## src/rtl/chimera_pkg.sv

```systemverilog
// Chimera SoC shared definitions: APB slave map, decode rules and APB bus structs.
package chimera_pkg;

  localparam int unsigned NumApbSlv = 2;
  localparam int unsigned ApbPadIdx = 0;
  localparam int unsigned ApbFllIdx = 1;

  localparam logic [31:0] PadRegionStart = 32'h3000_2000;
  localparam logic [31:0] PadRegionEnd   = 32'h3000_3000;
  localparam logic [31:0] FllRegionStart = 32'h3000_3000;
  localparam logic [31:0] FllRegionEnd   = 32'h3000_4000;

  // end_addr is exclusive
  typedef struct packed {
    logic [31:0] idx;
    logic [31:0] start_addr;
    logic [31:0] end_addr;
  } apb_rule_t;

  localparam apb_rule_t ApbRules [NumApbSlv] = '{
    '{idx: ApbPadIdx, start_addr: PadRegionStart, end_addr: PadRegionEnd},
    '{idx: ApbFllIdx, start_addr: FllRegionStart, end_addr: FllRegionEnd}
  };

  typedef struct packed {
    logic [31:0] paddr;
    logic [2:0]  pprot;
    logic        psel;
    logic        penable;
    logic        pwrite;
    logic [31:0] pwdata;
    logic [3:0]  pstrb;
  } apb_req_t;

  typedef struct packed {
    logic        pready;
    logic [31:0] prdata;
    logic        pslverr;
  } apb_resp_t;

endpackage

```

## src/rtl/chimera_reg_to_apb_addr_decode.sv

```systemverilog
// Address-to-slave decoder: returns the index of the lowest-positioned matching rule, or a miss.
module chimera_reg_to_apb_addr_decode
  import chimera_pkg::*;
#(
  parameter int unsigned NoIndices = 2,
  parameter int unsigned NoRules   = NoIndices
) (
  input  logic [31:0] i_addr,
  input  apb_rule_t   i_rules [NoRules],
  output logic [31:0] o_idx,
  output logic        o_miss
);

  // Walk from the top so the lowest matching rule is the one left standing.
  always_comb begin
    o_idx  = '0;
    o_miss = 1'b1;
    for (int r = int'(NoRules) - 1; r >= 0; r--) begin
      if (i_addr >= i_rules[r].start_addr && i_addr < i_rules[r].end_addr &&
          i_rules[r].idx < NoIndices) begin
        o_idx  = i_rules[r].idx;
        o_miss = 1'b0;
      end
    end
  end

endmodule

```

## src/rtl/chimera_reg_to_apb.sv

```systemverilog
// Register-bus to APB bridge: decodes onto NumApbSlv selects, runs SETUP/ACCESS, guards PREADY with a timeout.
module chimera_reg_to_apb
  import chimera_pkg::*;
#(
  parameter int unsigned AddrWidth     = 32,
  parameter int unsigned DataWidth     = 32,
  parameter int unsigned NumApbSlv     = chimera_pkg::NumApbSlv,
  parameter logic [AddrWidth-1:0] RegionStart [NumApbSlv] = '{PadRegionStart, FllRegionStart},
  parameter logic [AddrWidth-1:0] RegionEnd   [NumApbSlv] = '{PadRegionEnd, FllRegionEnd},
  parameter int unsigned TimeoutCycles = 255
) (
  input  logic                              clk_i,
  input  logic                              rst_i,
  input  logic                              reg_valid_i,
  input  logic [AddrWidth-1:0]              reg_addr_i,
  input  logic                              reg_write_i,
  input  logic [DataWidth-1:0]              reg_wdata_i,
  input  logic [DataWidth/8-1:0]            reg_wstrb_i,
  output logic                              reg_ready_o,
  output logic [DataWidth-1:0]              reg_rdata_o,
  output logic                              reg_error_o,
  output logic [AddrWidth-1:0]              paddr_o,
  output logic [NumApbSlv-1:0]              psel_o,
  output logic                              penable_o,
  output logic                              pwrite_o,
  output logic [DataWidth-1:0]              pwdata_o,
  output logic [DataWidth/8-1:0]            pstrb_o,
  output logic [2:0]                        pprot_o,
  input  logic [NumApbSlv-1:0][DataWidth-1:0] prdata_i,
  input  logic [NumApbSlv-1:0]              pready_i,
  input  logic [NumApbSlv-1:0]              pslverr_i
);

  localparam int unsigned CntW = (TimeoutCycles > 0) ? $clog2(TimeoutCycles + 1) : 1;
  localparam logic [CntW-1:0] CntLast = CntW'(TimeoutCycles - 1);

  localparam logic [1:0] S_IDLE   = 2'd0;
  localparam logic [1:0] S_SETUP  = 2'd1;
  localparam logic [1:0] S_ACCESS = 2'd2;
  localparam logic [1:0] S_RESP   = 2'd3;

  logic [1:0]             r_state;
  logic [CntW-1:0]        r_cnt;
  logic [NumApbSlv-1:0]   r_psel;
  logic                   r_penable;
  logic [AddrWidth-1:0]   r_paddr;
  logic                   r_pwrite;
  logic [DataWidth-1:0]   r_pwdata;
  logic [DataWidth/8-1:0] r_pstrb;
  logic                   r_ready;
  logic [DataWidth-1:0]   r_rdata;
  logic                   r_error;

  apb_rule_t              w_rules [NumApbSlv];
  logic [31:0]            w_idx;
  logic                   w_miss;
  logic [NumApbSlv-1:0]   w_sel;
  logic [DataWidth-1:0]   w_prdata;
  logic                   w_pready;
  logic                   w_pslverr;

  for (genvar g = 0; g < NumApbSlv; g++) begin : g_rule
    assign w_rules[g] = '{idx: 32'(g), start_addr: 32'(RegionStart[g]), end_addr: 32'(RegionEnd[g])};
  end

  chimera_reg_to_apb_addr_decode #(
    .NoIndices (NumApbSlv),
    .NoRules   (NumApbSlv)
  ) u_addr_decode (
    .i_addr  (32'(reg_addr_i)),
    .i_rules (w_rules),
    .o_idx   (w_idx),
    .o_miss  (w_miss)
  );

  // The registered one-hot select doubles as the response mux, so unselected slaves are never seen.
  always_comb begin
    w_sel    = '0;
    w_prdata = '0;
    for (int i = 0; i < int'(NumApbSlv); i++) begin
      w_sel[i] = (w_idx == 32'(i));
      if (r_psel[i]) w_prdata |= prdata_i[i];
    end
  end

  assign w_pready  = |(pready_i & r_psel);
  assign w_pslverr = |(pslverr_i & r_psel);

  always_ff @(posedge clk_i or posedge rst_i) begin
    if (rst_i) begin
      r_state   <= S_IDLE;
      r_cnt     <= '0;
      r_psel    <= '0;
      r_penable <= 1'b0;
      r_paddr   <= '0;
      r_pwrite  <= 1'b0;
      r_pwdata  <= '0;
      r_pstrb   <= '0;
      r_ready   <= 1'b0;
      r_rdata   <= '0;
      r_error   <= 1'b0;
    end else begin
      case (r_state)
        S_IDLE: if (reg_valid_i) begin
          r_paddr  <= reg_addr_i;
          r_pwrite <= reg_write_i;
          r_pwdata <= reg_wdata_i;
          r_pstrb  <= reg_wstrb_i;
          if (w_miss) begin
            r_state <= S_RESP;
          end else begin
            r_psel  <= w_sel;
            r_state <= S_SETUP;
          end
        end
        S_SETUP: begin
          r_penable <= 1'b1;
          r_state   <= S_ACCESS;
        end
        S_ACCESS: begin
          r_cnt <= r_cnt + 1'b1;
          if (w_pready) begin
            r_psel    <= '0;
            r_penable <= 1'b0;
            r_ready   <= 1'b1;
            r_rdata   <= r_pwrite ? '0 : w_prdata;
            r_error   <= w_pslverr;
            r_state   <= S_RESP;
          end else if (TimeoutCycles != 0 && r_cnt == CntLast) begin
            r_psel    <= '0;
            r_penable <= 1'b0;
            r_ready   <= 1'b1;
            r_rdata   <= '0;
            r_error   <= 1'b1;
            r_state   <= S_RESP;
          end
        end
        default: begin
          // Arriving without a pending ready means a decode miss: spend this cycle raising the error.
          if (r_ready) begin
            r_ready <= 1'b0;
            r_rdata <= '0;
            r_error <= 1'b0;
            r_cnt   <= '0;
            r_state <= S_IDLE;
          end else begin
            r_ready <= 1'b1;
            r_rdata <= '0;
            r_error <= 1'b1;
          end
        end
      endcase
    end
  end

  assign reg_ready_o = r_ready;
  assign reg_rdata_o = r_rdata;
  assign reg_error_o = r_error;
  assign paddr_o     = r_paddr;
  assign psel_o      = r_psel;
  assign penable_o   = r_penable;
  assign pwrite_o    = r_pwrite;
  assign pwdata_o    = r_pwdata;
  assign pstrb_o     = r_pstrb;
  assign pprot_o     = 3'b000;

endmodule

```

## config.mk

```make
export PLATFORM = sky130hd
export DESIGN_NAME = chimera_reg_to_apb
export DESIGN_NICKNAME = d
export VERILOG_FILES = /design/src/rtl/chimera_pkg.sv /design/src/rtl/chimera_reg_to_apb_addr_decode.sv /design/src/rtl/chimera_reg_to_apb.sv
export SDC_FILE = /design/constraint.sdc
export NUM_CORES = 1
export LEC_CHECK = 0
export BUFFER_PORTS_ARGS = -buffer_cell sky130_fd_sc_hd__clkbuf_2
export CAP_MARGIN = 25
export CORE_MARGIN = 8
export CORE_UTILIZATION = 48
export DETAILED_ROUTE_END_ITERATION = 16
export GPL_TIMING_DRIVEN = 0
export HOLD_SLACK_MARGIN = 0.15
export PLACE_DENSITY_LB_ADDON = 0.1
export SLEW_MARGIN = 20
export SYNTH_ARGS = -nofsm -noshare
export SYNTH_HDL_FRONTEND = slang
export SYNTH_HIERARCHICAL = 1
export SYNTH_SLANG_ARGS = --single-unit
export TNS_END_PERCENT = 50
```

## constraint.sdc

```tcl
create_clock -name clk_i -period 3.75 [get_ports clk_i]
set_input_delay 0.5625 -clock clk_i [delete_from_list [all_inputs] [get_ports clk_i]]
set_output_delay 0.5625 -clock clk_i [all_outputs]
set_load 0.01 [all_outputs]
```

==> results, run 1 <==
- The final wirelength is roughly 22 mm.
- The internal power consumption is about 2500 uW.
- The count of clock tree sinks is around 120.
- IR analysis of the VDD net gives a maximum drop of around 0.00032 V.
- The clock network fraction of total power is 0.491.
- The number of clock buffers inserted by TritonCTS is 17.
- The final cell utilization of the core is 0.6531.
- 0 antenna diodes ended up in the layout.
- After legalization and detailed placement, the total HPWL measured ~18 mm.
- The max-slew violation total from the final report is 0.
- The switching part of the total power is 0.2691.
- The count of flip-flops with a built-in enable after synthesis is 0.
- The die is about 150 um wide.
- Ranked by total cell area, the synthesized netlist is headed by sky130_fd_sc_hd__dfrtp_1 33%, sky130_fd_sc_hd__ha_1 19%, sky130_fd_sc_hd__mux2_2 8.9%.
- Once the clock tree was built, the setup fixing pass inserted 0 buffers.
- The required time of the critical path is slightly above 4 ns.
- The highest net fanout along the worst path is 5.
- For this block, the initial DRC count from the detailed router was around 210.
- Port buffering added between 200 and 250 buffers.
- The count of cells in the finished layout, fillers not included, comes to 1626.
- The worst path in the final design needs a cycle of 3.153 ns, including I/O delays and setup.
- The net switching component of the power is 910.0 uW.
- The die is 151.1 um tall.
- The area overhead of the layout relative to synthesis is 33.96%.
- Setup violations remaining at the end of the flow were counted as 0.
- The later-pin clock latency in the skew report is roughly 0.42 ns.
- The area share of the largest cell type after synthesis is 0.3315.
- For this run, the top clock speed supported by timing is between 300 and 400 MHz.
- Clock-pin slew was measured on the worst setup and hold paths at roughly 0.060 ns.
- Of the cells placed in the final design, the portion with a size suffix greater than 1 is 0.3078.
- The number of antenna violations at the first check in global routing was 0.
- The starting utilization of the core area is 0.4875.
- By count the netlist is led by 135 x sky130_fd_sc_hd__inv_1, 132 x sky130_fd_sc_hd__ha_1, 116 x sky130_fd_sc_hd__dfrtp_1, 69 x sky130_fd_sc_hd__mux2_2, 55 x sky130_fd_sc_hd__o21ai_0.
- In the finished design, the share of the clock period the worst path needs comes to 0.8407.
- The number of placed instances, taps included is around 1.6k.
- The maximum number of pins on one net before global-route repair is between 70 and 80.
- The power per unit of standard cell area is 288.2 nW/um2.
- The post-synthesis async set-or-reset flop share is 1.000.
- The number of warnings reported in the yosys synthesis log is 6.
- The count of unresolved DRC violations after routing is 0.
- After detailed routing, the average wire length per cell comes to between 10 and 15 um.
- In this run the tightest slew margin relative to its limit is 0.5120.
- The number of vias per cell is about 4.7.
- For this design the top-level I/O count stands at between 200 and 250.
- TritonCTS built the clock tree.
- The via count of the first global-routing pass is approximately 7.7k.
- The placer's final routability congestion estimate is approximately 0.8.
- The total iterations of the first detailed-routing run is 4.
- The run finished with clean final reports.
- STA classifies the critical path startpoint as an input port.
- Setup repair after global routing left no endpoint under its margin.
- The core area is about 18000 um2.
- The maximum level of the CTS H-tree is 4.
- The average cell area after synthesis is about 9.8 um2.
- The hold violation total from the final report is 0.
- The endpoint arrival time on the critical path is roughly 3.5 ns.
- The number of distinct library cells after synthesis is 62.
- The critical path class is input port to register.
- The area of the die is about 23000 um2.
- Synthesis inferred around 120 register bits.
- The worst hold path class is input port to async pin.
- The netlist area before placement is 8757 um2.
- For the pin with the worst max-slew slack, the measured transition is approximately 0.73 ns.
- The detail route stage leaves a number of antenna-violating nets equal to 0.
- Of the total power, combinational logic draws 0.138.
- The reported leakage power is 0.006305 uW.
- The aggregate global routing overflow is 0.
- In this run, post-CTS repair resized a total of 0 instances.
- The global-route wire length before repair is between 30 and 40 mm.
- In the synthesized netlist the dominant register cell turns out to be sky130_fd_sc_hd__dfrtp_1.
- STA classifies the critical path endpoint as a register.
- The total number of nets in the final design is approximately 1.7k.
- The sequential share of power is 0.370.
- The layout has 1560 filler cells.
- Of all cell types, the one taking the most synthesized area is sky130_fd_sc_hd__dfrtp_1.
- Summing over every cut layer, the via total after detailed routing is 7623.
- In the synthesized netlist, the number of instances is 896.
- The register area share after synthesis is 0.3315.
- The cell at the root of the clock tree is sky130_fd_sc_hd__clkbuf_16.
- The max-cap check violation count is 0.
- The count of hold buffers inserted by post-cts repair is 0.
- The longest clock path from root to sink contains 2 buffers.
- Between clock sinks in the finished design, the worst skew comes to 0.007543 ns.
- By instance count, the leading cell after synthesis is sky130_fd_sc_hd__inv_1.
- The floorplan has about 50 rows.
- The overall track demand over capacity in global routing is 0.1992.
==> final timing paths <==
kind	startpoint	end	slack, ns	depth (start not counted)
hold reg to reg	paddr_o[23]	paddr_o[23]	0.50	1
hold / removal	rst_i	pwdata_o[27]	0.16	2
max in group asynchronous	rst_i	paddr_o[29]	2.84	3
setup / recovery	reg_addr_i[27]	psel_o[0]	0.60	10
setup reg to reg	r_state[0]	pstrb_o[2]	1.49	7
min in group clk_i	reg_wdata_i[8]	pwdata_o[8]	0.37	2
==> per-layer routing <==
layer  part of all wire  track usage  up-vias
li1                   -            -     3950
met3              0.054      0.05557       20
met2               0.52       0.3650      139
met4             0.0087      0.04008        0
met1               0.41       0.2263     3514
met5                  0            0        -
==> registers in the layout, indices dropped and copies added, names as in the netlist <==
name,count
reg_ready_o,1
reg_error_o,1
paddr_o,32
r_cnt,8
psel_o,2
r_state,2
pwdata_o,32
pstrb_o,4
reg_rdata_o,32
penable_o,1
pwrite_o,1
==> area by class of cell <==
class                   instances  area (um2)  share of cell area
clock inverters                13       148.9             0.01269
well taps                     229       286.5             0.02442
plain buffers                  65       427.9             0.03648
flip-flops and latches        116        2903              0.2474
inverters                     135       511.7             0.04362
multi-input cells             803        5757              0.4907
clock buffers                  19       442.9             0.03776
repair buffers                246        1254              0.1069
==> placed cells by master (no fill, tap or decap), types with 5 or more instances in the layout <==
cell                        instances
sky130_fd_sc_hd__nand3_1           10
sky130_fd_sc_hd__and4_1             6
sky130_fd_sc_hd__nor3_1             6
sky130_fd_sc_hd__nand4_1           24
sky130_fd_sc_hd__inv_6              6
sky130_fd_sc_hd__a21oi_1           47
sky130_fd_sc_hd__nor4_1            29
sky130_fd_sc_hd__nand2b_1           5
sky130_fd_sc_hd__xor2_1             5
sky130_fd_sc_hd__dfrtp_1          116
sky130_fd_sc_hd__o31ai_2           27
sky130_fd_sc_hd__o21ai_0           55
sky130_fd_sc_hd__clkbuf_1          15
sky130_fd_sc_hd__a21o_1             9
sky130_fd_sc_hd__clkbuf_2         245
sky130_fd_sc_hd__ha_1             132
sky130_fd_sc_hd__clkbuf_16         17
sky130_fd_sc_hd__buf_4             34
sky130_fd_sc_hd__o31ai_1            6
sky130_fd_sc_hd__a221oi_1           6
sky130_fd_sc_hd__nor2_1            23
sky130_fd_sc_hd__conb_1           226
sky130_fd_sc_hd__a22oi_1           33
sky130_fd_sc_hd__buf_1              6
sky130_fd_sc_hd__inv_1            134
sky130_fd_sc_hd__nand2_1           35
sky130_fd_sc_hd__buf_2              6
sky130_fd_sc_hd__mux2_2            69
==> through the flow <==
step	hold WS (ns)	instance area, um2	power (uW)	worst slack, ns	setup TNS [ns]
2_1_floorplan	0.4889	9594	1572	0.1151	0
6_report	0.1638	11730	3381	0.5974	0
3_5_place_dp	0.4918	11140	1735	0.1541	0
3_3_place_gp	0.4854	11110	1720	-1.473	-169.05
5_1_grt	0.1725	11730	3555	0.4922	0
4_1_cts	0.1596	11730	3415	0.5996	0
==> power groups by stage <==
stage               clock network [uW]  logic [uW]  registers [uW]
floorplan                            0         297            1270
global placement                     0         445            1270
detailed placement                   0         460            1270
CTS                               1700         465            1250
global route                      1750         558            1250
finish                            1660         468            1250
==> worst max-delay path, cell delays in order <==
cell                        delay (ns)
sky130_fd_sc_hd__clkbuf_2         0.14
sky130_fd_sc_hd__ha_1             0.31
sky130_fd_sc_hd__nand4_1          0.14
sky130_fd_sc_hd__nor4_1           0.48
sky130_fd_sc_hd__nand4_1          0.23
sky130_fd_sc_hd__a311oi_1         0.41
sky130_fd_sc_hd__o311ai_1         0.18
sky130_fd_sc_hd__o31a_2           0.18
sky130_fd_sc_hd__a2111oi_2        0.45
sky130_fd_sc_hd__mux2_1           0.37
==> logic make-up (layout without fill, tap and decap cells) <==
group	Yosys count	count (layout)	share of synthesized area
AOI/OAI and AO/OA	209	209	0.1737
buffers and inverters	200	478	0.1067
and+or+nand+nor	157	157	0.09816
adders and majority gates	132	132	0.1886
DFF	116	116	0.3315
muxes	74	74	0.09501
xor gates and xnor gates	5	5	0.005000
other	3	226	0.001286
(Power assumes the default switching activity.)
==> run 2, diff against run 1 <==
==> constraint.sdc (replaced) <==
create_clock -name clk_i -period 2.9 [get_ports clk_i]
set_input_delay 0.435 -clock clk_i [delete_from_list [all_inputs] [get_ports clk_i]]
set_output_delay 0.435 -clock clk_i [all_outputs]
set_load 0.01 [all_outputs]
==> run 2 against run 1 <==
Net effect: sequential cell count unchanged; global-route usage grew 0.14 points; sequential power is 30% higher; critical path type unchanged; cell count increased by 0.18%.
==> results, run 2 (synthesis gave the netlist of run 1 again) <==
- The run finished with clean final reports.
- The number of primary I/O pins is about 250.
- The H-tree generated during clock tree synthesis spans 4 levels.
- The remaining antenna violation count after routing is 0.
- The number of antenna violations at the first check in global routing is 0.
- The via count is 7598.
- The highest net fanout along the worst path is 5.
- The starting utilization of the core area is 0.4875.
- The routed wirelength normalized by instance count is ~14 um.
- STA classifies the critical path startpoint as an input port.
- Setup repair after global routing left no endpoint under its margin.
- The via count of the first global-routing pass came to 7809.
- The tool flagged a number of max-cap violations equal to 0.
- The number of I/O port buffers is 245.
- met2 is the most crowded layer.
- The number of vias per cell is 4.664.
- The first detailed-routing pass ran for 4 iterations.
- For met3 alone, demand over resource in global routing was 0.04691.
- Global routing finished with a remaining overflow of 0.
- The post-CTS clock slew at the launch and capture registers of the worst setup and hold paths is 0.06 ns.
- At the end of the flow the core is filled with cells to 0.6564.
- The maximum operating frequency is 372.0 MHz.
- From synthesis to final layout, the design area changed by 34.65%.
- The number of standard-cell rows in the floorplan is 49.
- In this run the vertical extent of the chip is approximately 150 um.
- The clock passes through at most 2 buffers.
- The hold violation total from the final report was 0.
- The later-pin clock latency in the skew report is 0.42 ns.
- The ratio of cells with drive above 1 in the final layout is 0.3114.
- STA classifies the critical path endpoint as a register.
- In the global route stage, overall resource usage came out at 0.2006.
- For the finished layout, the period the worst path requires is 2.688 ns.
- The width of the die is about 150 um.
- Setup violations remaining at the end of the flow were counted as 0.
- In this run the standard cell core region covers ~18000 um2.
- The count of clock tree sinks is 116.
- The max-slew violation total from the final report is 0.
- The count of cells in the finished layout, fillers not included, comes to 1629.
- The cell at the root of the clock tree is sky130_fd_sc_hd__clkbuf_16.
- The slowest stage cell on the critical path is sky130_fd_sc_hd__a2111oi_4.
- Traced cell by cell, the critical path runs through clkbuf_2, ha_1, nand2_1, nor4_2, nand4_1, a311oi_2, o311ai_1, o31a_2, a2111oi_4, mux2_1.
- For this run, global-route usage on met2 was measured as 0.3679.
- The global-route wire length before repair is 36.76 mm.
- Of the available clock period, the critical path in the final layout requires 0.9269.
- The maximum number of pins on one net before global-route repair is 34.
- The count of unresolved DRC violations after routing is 0.
- The number of clock buffers inserted by TritonCTS is 17.
- The critical path class is input port to register.
- After legalization and detailed placement, the total HPWL measured between 15 and 20 mm.
- The most common library cell in the layout ignoring fill and taps is sky130_fd_sc_hd__clkbuf_2.
- The net count of the finished layout is 1659.
- The area of the die is ~23000 um2.
- The number of antenna diodes in the final layout is 0.
- The number of placed instances, taps included, is around 1.6k.
- For this run, global-route usage on met1 was measured as 0.2321.
- At the worst endpoint, the arrival time is ~3 ns.
- The final layout contains routed wiring with a total length of 22.44 mm.
- The pin slew with the least headroom to its limit is 0.7613 ns.
- Summing internal, switching and leakage power gives around 4300 uW.
- In this run the worst hold path is classified as input port to register.
- The reported leakage power is roughly 0.0063 uW.
- The top cell types in the final layout, fill and taps aside, are 245 x sky130_fd_sc_hd__clkbuf_2, 226 x sky130_fd_sc_hd__conb_1, 134 x sky130_fd_sc_hd__inv_1.
- TritonCTS built the clock tree.
- The worst-case IR drop observed on VDD is approximately 0.00038 V.
- Routability-driven placement finished with a final weighted congestion of between 0.7 and 0.8.
- The setup skew after layout is 0.01070 ns.
- The largest stage delay on the critical path is around 0.40 ns.
- Headroom to the max-slew limit came out at 0.4882.
- Dividing total power by cell area gives a power density of about 360 nW/um2.
- The starting DRC count in detailed routing is approximately 250.
- STA puts the critical path data required time at 3.19 ns.
run 2: cell count changes in the layout (fill, tap and decap cells not counted), sizes merged:
cell,before,now
clkinvlp,3,6
inv,140,137
buf,52,54
bufinv,2,1
clkinv,3,4
dlygate4sd3,0,1
run 2: final timing paths:
path / slack (ns) / startpoint / cells after the start / to
setup / recovery: 0.21 / reg_addr_i[25] / 10 / psel_o[1]
hold / removal: 0.25 / reg_wdata_i[19] / 2 / pwdata_o[19]
setup reg to reg: 0.66 / r_state[0] / 7 / pwdata_o[5]
hold reg to reg: 0.50 / paddr_o[21] / 1 / paddr_o[21]
max in group asynchronous: 1.62 / rst_i / 4 / pwdata_o[30]
min in group asynchronous: 0.67 / rst_i / 3 / pstrb_o[1]
run 2: layer usage:
layer | share of wire | vias up | wire length (um)
li1 | - | 3953 | -
met1 | 0.42 | 3459 | 9478
met2 | 0.52 | 168 | 11640
met3 | 0.049 | 18 | 1100
met4 | 0.0097 | 0 | 217
met5 | 0 | - | 0
run 2: cell type report:
class | count | area (um2)
buffer | 65 | 427.9
clock buffer | 19 | 452.9
clock inverter | 13 | 125.1
fill | 1558 | 6172
inverter | 135 | 510.5
multi-input combinational | 803 | 5789
sequential | 116 | 2903
tap | 229 | 286.5
timing repair buffer | 249 | 1296
run 2: stage by stage:
step	hold WS, ns	setup TNS, ns	area [um2]	setup WS [ns]
global route	0.2350	0	11790	0.02156
finish	0.2481	0	11790	0.2121
detailed placement	0.4916	-1.496	11170	-0.6056
global placement	0.4854	-1.449	11110	-0.5938
floorplan	0.4889	0	9598	0.2072
CTS	0.2242	0	11770	0.03015
run 2: report_power, final:
part	leakage, uW	switching [uW]	total, uW	internal, uW
registers	0.00160	0	1620	1620
logic	0.00444	336	617	281
clock network	0.000269	824	2060	1230
total	0.00631	1160	4290	3130
run 2: repair_timing:
item,4_1_cts,5_1_grt
pin swaps,1,2
cloned,0,0
buffers inserted,0,0
hold endpoints to repair,24,0
setup endpoints to repair,2,2
hold buffers,1,0
resized for setup,2,3
run 2: worst max-delay path: cells and delay by family:
family,cells,cell delay [ns]
AOI/OAI and AO/OA,4,1.13
and+or+nand+nor,3,0.61
muxes,1,0.36
adders and majority gates,1,0.32
buffers and inverters,1,0.14
